**src/rtl/nn_pkg.sv**
```systemverilog
// Shared types and width helpers for the neural-network sequencer.
package nn_pkg;

    localparam int unsigned IMG_SZ_DFLT = 784;

    typedef enum logic [2:0] {
        S_IDLE    = 3'd0,
        S_WEIGHTS = 3'd1,
        S_CAPTURE = 3'd2,
        S_FWD     = 3'd3,
        S_BWD     = 3'd4,
        S_DISPLAY = 3'd5
    } seq_state_t;

    // Layer index width; never narrower than one bit, even for a single layer.
    function automatic int unsigned layer_w(input int unsigned n);
        return (n <= 32'd2) ? 32'd1 : $clog2(n);
    endfunction

    // Image-count width; must hold the value BATCH_SZ itself.
    function automatic int unsigned batch_w(input int unsigned n);
        return (n < 32'd1) ? 32'd1 : $clog2(n + 32'd1);
    endfunction

endpackage

```
**src/rtl/nn_layer_cnt.sv**
```systemverilog
// Up/down layer index counter with bound flags for the sequencer.
module nn_layer_cnt
    import nn_pkg::*;
#(
    parameter  int unsigned NUM_LAYERS = 3,
    localparam int unsigned LW         = layer_w(NUM_LAYERS)
) (
    input  logic          clk,
    input  logic          rst_l,
    input  logic          load_min,
    input  logic          load_max,
    input  logic          inc,
    input  logic          dec,
    output logic [LW-1:0] count,
    output logic          at_min,
    output logic          at_max
);

    localparam logic [LW-1:0] MAX_IDX = LW'(NUM_LAYERS - 1);

    // Loads win over steps; steps never wrap past either bound.
    always_ff @(posedge clk or negedge rst_l) begin
        if (!rst_l) begin
            count <= '0;
        end else if (load_min) begin
            count <= '0;
        end else if (load_max) begin
            count <= MAX_IDX;
        end else if (inc && (count != MAX_IDX)) begin
            count <= count + LW'(1);
        end else if (dec && (count != '0)) begin
            count <= count - LW'(1);
        end
    end

    assign at_min = (count == '0);
    assign at_max = (count == MAX_IDX);

endmodule

```
**src/rtl/nn_seq_ctrl.sv**
```systemverilog
// Batch sequencer driving weight load, forward/backward passes and display.
// Optional NN_SEQ_CTRL_PERF_EN adds a saturating 32-bit busy-cycle counter.
module nn_seq_ctrl
    import nn_pkg::*;
#(
    parameter  int unsigned IMG_SZ     = IMG_SZ_DFLT,
    parameter  int unsigned NUM_LAYERS = 3,
    parameter  int unsigned BATCH_SZ   = 16,
    localparam int unsigned LW         = layer_w(NUM_LAYERS),
    localparam int unsigned BW         = batch_w(BATCH_SZ)
) (
    input  logic              clk,
    input  logic              rst_l,
    input  logic              start,
    input  logic              train,
    input  logic              image_valid,
    output logic              image_ready,
    input  logic [IMG_SZ-1:0] image_in,
    output logic [IMG_SZ-1:0] image_out,
    output logic              get_all_weights,
    input  logic              weights_ack,
    output logic              do_fp,
    input  logic              fp_done,
    output logic              do_bp,
    input  logic              bp_done,
    output logic [LW-1:0]     layer,
    output logic              draw,
    input  logic              drawn,
    output logic [BW-1:0]     img_idx,
    output logic              busy,
    output logic              batch_done
`ifdef NN_SEQ_CTRL_PERF_EN
    ,
    output logic [31:0]       cycle_cnt
`endif
);

    seq_state_t    state;
    seq_state_t    state_nx;
    logic          train_q;
    logic          ld_min;
    logic          ld_max;
    logic          cnt_inc;
    logic          cnt_dec;
    logic          at_min;
    logic          at_max;
    logic          accept;
    logic          fp_acc;
    logic          bp_acc;
    logic          img_cap;
    logic          img_fin;
    logic          last_img;
    logic          do_fp_nx;
    logic          do_bp_nx;
    logic          batch_done_nx;
    logic [BW-1:0] idx_inc;

    nn_layer_cnt #(
        .NUM_LAYERS (NUM_LAYERS)
    ) u_layer_cnt (
        .clk      (clk),
        .rst_l    (rst_l),
        .load_min (ld_min),
        .load_max (ld_max),
        .inc      (cnt_inc),
        .dec      (cnt_dec),
        .count    (layer),
        .at_min   (at_min),
        .at_max   (at_max)
    );

    // A done that coincides with its own command pulse is not an answer yet.
    assign accept   = (state == S_IDLE) && start;
    assign fp_acc   = (state == S_FWD) && fp_done && !do_fp;
    assign bp_acc   = (state == S_BWD) && bp_done && !do_bp;
    assign img_cap  = (state == S_CAPTURE) && image_valid;
    assign img_fin  = (bp_acc && at_min) || ((state == S_DISPLAY) && drawn);
    assign idx_inc  = img_idx + BW'(1);
    assign last_img = (idx_inc == BW'(BATCH_SZ));

    // Next state, layer counter controls and next values of the pulse outputs.
    always_comb begin
        state_nx      = state;
        ld_min        = 1'b0;
        ld_max        = 1'b0;
        cnt_inc       = 1'b0;
        cnt_dec       = 1'b0;
        do_fp_nx      = 1'b0;
        do_bp_nx      = 1'b0;
        batch_done_nx = 1'b0;
        unique case (state)
            S_IDLE: begin
                if (start) state_nx = S_WEIGHTS;
            end
            S_WEIGHTS: begin
                if (weights_ack) state_nx = S_CAPTURE;
            end
            S_CAPTURE: begin
                if (img_cap) begin
                    state_nx = S_FWD;
                    ld_min   = 1'b1;
                    do_fp_nx = 1'b1;
                end
            end
            S_FWD: begin
                if (fp_acc) begin
                    if (!at_max) begin
                        cnt_inc  = 1'b1;
                        do_fp_nx = 1'b1;
                    end else if (train_q) begin
                        state_nx = S_BWD;
                        ld_max   = 1'b1;
                        do_bp_nx = 1'b1;
                    end else begin
                        state_nx = S_DISPLAY;
                    end
                end
            end
            S_BWD: begin
                if (bp_acc && !at_min) begin
                    cnt_dec  = 1'b1;
                    do_bp_nx = 1'b1;
                end
            end
            S_DISPLAY: begin
                state_nx = S_DISPLAY;
            end
            default: begin
                state_nx = S_IDLE;
            end
        endcase
        // Training reloads weights for every image since they were just updated.
        if (img_fin) begin
            if (last_img) begin
                state_nx      = S_IDLE;
                batch_done_nx = 1'b1;
            end else begin
                state_nx = train_q ? S_WEIGHTS : S_CAPTURE;
            end
        end
    end

    // State register and registered outputs.
    always_ff @(posedge clk or negedge rst_l) begin
        if (!rst_l) begin
            state      <= S_IDLE;
            train_q    <= 1'b0;
            do_fp      <= 1'b0;
            do_bp      <= 1'b0;
            batch_done <= 1'b0;
            img_idx    <= '0;
            image_out  <= '0;
        end else begin
            state      <= state_nx;
            do_fp      <= do_fp_nx;
            do_bp      <= do_bp_nx;
            batch_done <= batch_done_nx;
            if (accept) begin
                train_q <= train;
                img_idx <= '0;
            end else if (img_fin) begin
                img_idx <= idx_inc;
            end
            if (img_cap) image_out <= image_in;
        end
    end

    assign get_all_weights = (state == S_WEIGHTS);
    assign image_ready     = (state == S_CAPTURE);
    assign draw            = (state == S_DISPLAY);
    assign busy            = (state != S_IDLE);

`ifdef NN_SEQ_CTRL_PERF_EN
    // Busy-cycle counter: restarts on an accepted start, holds while idle.
    always_ff @(posedge clk or negedge rst_l) begin
        if (!rst_l) begin
            cycle_cnt <= '0;
        end else if (accept) begin
            cycle_cnt <= '0;
        end else if (busy && (cycle_cnt != 32'hFFFF_FFFF)) begin
            cycle_cnt <= cycle_cnt + 32'd1;
        end
    end
`endif

endmodule

```
**config.mk**
```make
export PLATFORM = sky130hd
export DESIGN_NAME = nn_seq_ctrl
export DESIGN_NICKNAME = d
export VERILOG_FILES = /design/src/rtl/nn_pkg.sv /design/src/rtl/nn_layer_cnt.sv /design/src/rtl/nn_seq_ctrl.sv
export SDC_FILE = /design/constraint.sdc
export NUM_CORES = 2
export LEC_CHECK = 0
export ABC_CLOCK_PERIOD_IN_PS = 3100
export CORE_AREA = 4 4 620 622
export CTS_CLUSTER_SIZE = 10
export DETAILED_ROUTE_END_ITERATION = 16
export DIE_AREA = 0 0 624 626
export GPL_ROUTABILITY_DRIVEN = 0
export PLACE_DENSITY = 0.3
export SYNTH_ARGS = -nofsm -noshare
export SYNTH_HDL_FRONTEND = slang
export SYNTH_HIERARCHICAL = 1
export SYNTH_SLANG_ARGS = --single-unit
```
**constraint.sdc**
```tcl
create_clock -name clk -period 3.1 [get_ports clk]
set_clock_uncertainty 0.05 [all_clocks]
set_input_delay 0.465 -clock clk [delete_from_list [all_inputs] [get_ports clk]]
set_output_delay 0.465 -clock clk [all_outputs]
set_load 0.05 [all_outputs]
```
* Word level (Yosys, flattened, before mapping)
Index checks and enable logic that the tools add are counted.
** Word-level totals
- Register bits after elaboration :: 798
- Output and inout bits :: 798
- Logic and storage cells :: 78
** Cells by class
- Add/subtract/negate cells :: 3
- Equality and inequality tests :: 14
- Muxes and demuxes :: 31
- Reduce and logical (&&, ||, !) cells :: 22
** Operators by type and width (number)
- two-way mux 3 bit :: 6
- one-hot mux 3 bit (6 select lines) :: 1
- two-way mux 1 bit :: 14
- two-way mux 2 bit :: 6
- logical AND 1 bit :: 11
- two-way mux 5 bit :: 2
- inequality test 3 bit (second input constant) :: 3
- == test 3 x 2 -> 1 bit (second input constant) :: 2
- == test 3 bit (second input constant) :: 2
- inequality test 3 x 1 -> 1 bit (second input constant) :: 2
- AND reduction 6 bit :: 1
- adder 5 x 1 -> 5 bit (second input constant) :: 1
- == test 5 bit (second input constant) :: 1
- inequality test 2 bit (second input constant) :: 2
- one-hot mux 1 bit (2 select lines) :: 2
- nonzero test 2 bit :: 2
- nonzero test 4 bit :: 1
- == test 3 x 1 -> 1 bit (second input constant) :: 1
- logical NOT 1 bit :: 3
- logical NOT 3 bit :: 1
- nonzero test 3 bit :: 1
- adder 2 x 1 -> 2 bit (second input constant) :: 1
- == test 2 bit (second input constant) :: 1
- logical NOT 2 bit :: 1
- 2 further kinds :: 2

* Depth between registers and ports, before layout
- Depth after elaboration :: 11
- Mapped depth :: 11
- Gate-level depth less buffers :: 7

* By module
Netlist, hierarchy kept.
** Modules (own cells, without submodules)
- nn_seq_ctrl :: times used 1, cells an instance 1736, area each 32553.7 um2, sequential area each 19919.1 um2
- nn_layer_cnt :: times used 1, cells an instance 12, area each 127.6 um2, sequential area each 50.0 um2

* Worst setup path after synthesis
Ideal clock, no wire load.
- Path kind :: flip-flop to flip-flop
- Start :: register state[2]
- End :: register image_out[666]
- Setup time :: 0.125 ns
- Arrival :: 2.116 ns
- Data required time :: 2.925 ns
- Path slack :: 0.809 ns
- Stages on the path, launching flop included :: 11
- Buffers on the path :: 5
- Period minus slack after synthesis :: 2.291 ns
- Path through :: dfrtp_1 -> buf_6 -> inv_4 -> nand2_4 -> nor2_2 -> and2_4 -> buf_6 -> buf_12 -> buf_6 -> buf_6 -> mux2_4
** Between the ends
- Word-level cells in the longest chain between the ends :: 2
** Ends and longest elaborated chain
- start: declaration :: line nn_seq_ctrl.sv:38 : seq_state_t state;
- start signal: assignment :: line nn_seq_ctrl.sv:154 : state <= state_nx;
- == test 3 x 2 -> 1 bit
- via image_ready :: line nn_seq_ctrl.sv:17 : output logic image_ready,
- logical AND 1 bit :: line nn_seq_ctrl.sv:76 : assign img_cap = (state == S_CAPTURE) && image_valid;
- end signal: assignment :: line nn_seq_ctrl.sv:164 : if (img_cap) image_out <= image_in;
- end: declaration :: line nn_seq_ctrl.sv:19 : output logic [IMG_SZ-1:0] image_out,
The timed path passes the listed nets, and every way through them passes these cells.
A chain may end at the register's enable or synchronous reset.

* Worst setup path in the final report
- Start :: register state[1]
- End :: output busy
** Between the ends
- Word-level cells in the longest chain between the ends :: 1
** Ends and longest elaborated chain
- nonzero test 3 bit :: line nn_seq_ctrl.sv:171 : assign busy = (state != S_IDLE);
- end: declaration :: line nn_seq_ctrl.sv:30 : output logic busy,
Every way passes these cells.

==> out/metrics.yaml <==
status: "finished clean"
worstSkewPairLatency_ns: 0.83
num_rows: 226
syn_inst: 1748
synthMostInstantiatedCell: "dfrtp_1"
slew-limit-headroom: 0.328
power_mw: 82.5
syn_to_final_growth_pct: 77.5
peakVddDrop_mv: 0.491
rsz0062_at_grt: "false"
fillerInstances: 41900
synth.ff_latch_count: 798
syn-cell-area_um2: 32700
die_w_um: 624
tns_ns: 0
finalInstanceArea_um2: 58000
crit_path_end_kind: "primary output"
drv_slew: 0
tightest_slew_ns: 1.01
viasPerCell: 2.72
grt_antenna_before_repair: 238
drtPass1Iterations: 4
clk_pin_slew_worst_paths_ns: 0.06
grt_pass1_wl_mm: 332
overflow: 0
maxCapViolations: 0
nets: 4234
final_antenna_net_count: 0
finalHoldViolations: 0
leakagePower_nw: 23.1
detail_route.wl_per_cell_um: 31.8
pin_count: 1591
drc_errors: 0
hold_path_depth: 2
synth.largest_area_cell: "dfrtp_1"
dpl-instance-area_um2: 54000
cp_num_cells: 3
finalCritPeriodShare: 0.949
cts_tree: "yes"
cts_htree_levels: 3
fmax_mhz: 340
worstPathArrival_ns: 2.43
yosysSeqAreaShare: 0.611
critPathKind: "reg2out"
synthArstFlopShare: 1.00
core_area_um2: 378000
cp-start-kind: "flip-flop"
cts_inserted_buffers: 120
synthTopCellsByArea: "dfrtp_1 61%, mux2_4 25%, mux2_2 8.5%"
cts_sinks: 798
path_buf_inv: 1
crit_family: "buffers and inverters"
setup_violations: 0
ys.flop_type: "dfrtp_1"
drt-total-wl_mm: 272
synthTopCellsByCount: "798 x dfrtp_1, 538 x mux2_4, 248 x mux2_2, 56 x buf_12, 24 x buf_4"
synth_edf_count: 0
grt_pass1_vias: 24700
pwr_density_cell_nw_per_um2: 1420
period_needed_ns: 2.94
avgSynthCellArea_um2: 18.7
reg2reg_depth: 7
cpMaxStageDelayCell: "clkdlybuf4s50_1"
clockBufferDepth: 4
initial_core_util: 0.0864
ys_types: 42
die_area_um2: 391000
yosysTopAreaCellShare: 0.611
drive_gt1_frac: 0.339
path_cells: "nor2_1, nand2_1, clkdlybuf4s50_1"
io_buffers: 1590
ys_warn_count: 6
critPathMaxStageDelay_ns: 0.87
drt_iter0_markers: 945
root_buffer: "clkbuf_16"
die_y_um: 626
hold_path_class: "in2reg"
worst_ep_required_time_ns: 2.58
grt_usage: 0.134
syn-num-nets: 2542
place_hpwl_mm: 235
dr_total_vias: 23300
worst-path-max-fanout: 9
grt_max_degree: 72
[worst paths after layout]
check,slack [ns],start,end
max in group asynchronous,1.77,rst_l,image_out[300]
hold / removal,0.16,image_in[20],image_out[20]
setup / recovery,0.16,state[1],busy
setup reg to reg,0.36,state[2],image_out[89]
hold reg to reg,0.45,image_out[50],image_out[50]
min in group asynchronous,0.22,rst_l,image_out[510]
[layout by cell type, fill, tap and decap left out, drive strengths merged, types with 2 or more instances in the layout]
cell           netlist  routed
clkdlybuf4s50        0    1447
dfrtp              798     798
mux2               786     786
buf                 91     212
clkbuf               1     168
clkinv               0      33
diode                0      17
nor2                11      11
nand3                9       9
bufinv               0       8
nand2                6       6
inv                  6       6
o21ai                5       5
nand2b               3       3
a21oi                3       3
clkinvlp             0       3
and3b                2       2
or2                  2       2
xor2                 2       2
mux2i                2       2
a311oi               2       2
dlygate4sd2          0       2
and2                 2       2
[power by group]
group	internal [mW]	total, mW	switching, mW
registers	15.8	19.8	4.07
logic	16.7	48.6	31.8
clock network	8.33	14.1	5.79
[area by class of cell]
type,instances,area (µm²),share of cell area
antenna,17,42.5,0.000733
clock buffer,168,3430,0.0592
clock inverter,44,508,0.00876
inverter,6,25.0,0.000431
multi-input combinational,852,11300,0.195
sequential,798,20000,0.344
tap,5016,6280,0.108
timing repair buffer,1662,16500,0.284
[cells by family (layout without fill, tap and decap cells)]
kind of cell | after synthesis | count (layout) | share of synthesized area
other cells | 0 | 17 | 0
mux | 788 | 788 | 0.333
xor+xnor | 2 | 2 | 0.000536
buf+inv | 98 | 1880 | 0.0437
flops | 798 | 798 | 0.611
fa+ha+maj | 1 | 1 | 0.000383
simple gates | 43 | 43 | 0.00743
compound gates | 18 | 18 | 0.00368
[flip-flops by register name (all words and copies together), names as in the netlist]
name	cells
u_layer_cnt/count	2
state	3
img_idx	5
image_out	784
batch_done	1
do_fp	1
do_bp	1
train_q	1
[through the flow]
| stage | setup slack, ns | cells | hold WS (ns) | utilization |
|---|---|---|---|---|
| final | 0.157 | 8563 | 0.157 | 0.153 |
| after global routing | 0.00994 | 8551 | 0.0699 | 0.153 |
| after CTS | 0.0179 | 8546 | 0.0155 | 0.153 |
| after detailed placement | 0.186 | 8333 | 0.441 | 0.143 |
| after global placement | 0.205 | 8333 | 0.440 | 0.143 |
| after floorplan | 0.809 | 1748 | 0.119 | - |
[worst register-to-register path, delay by kind of cell, from the launching register on]
| family | cells | cell delay, ns |
|---|---|---|
| mux | 1 | 0.41 |
| buf+inv | 3 | 0.85 |
| flops | 1 | 0.48 |
| simple gates | 3 | 0.83 |
[metal layers]
metal / vias up / share of wire / track usage
met3: 596 / 0.11 / 0.0681
met1: 11700 / 0.40 / 0.158
met5: - / 0.00049 / 0
li1: 9633 / - / -
met4: 20 / 0.025 / 0.0256
met2: 1347 / 0.46 / 0.218
[repair_timing]
action,CTS,global route
buffers inserted,0,0
endpoints found under the setup margin,2,0
resized for setup,2,0
hold buffers,1,0
endpoints found under the hold margin,7,0
(Power assumes the default switching activity.)
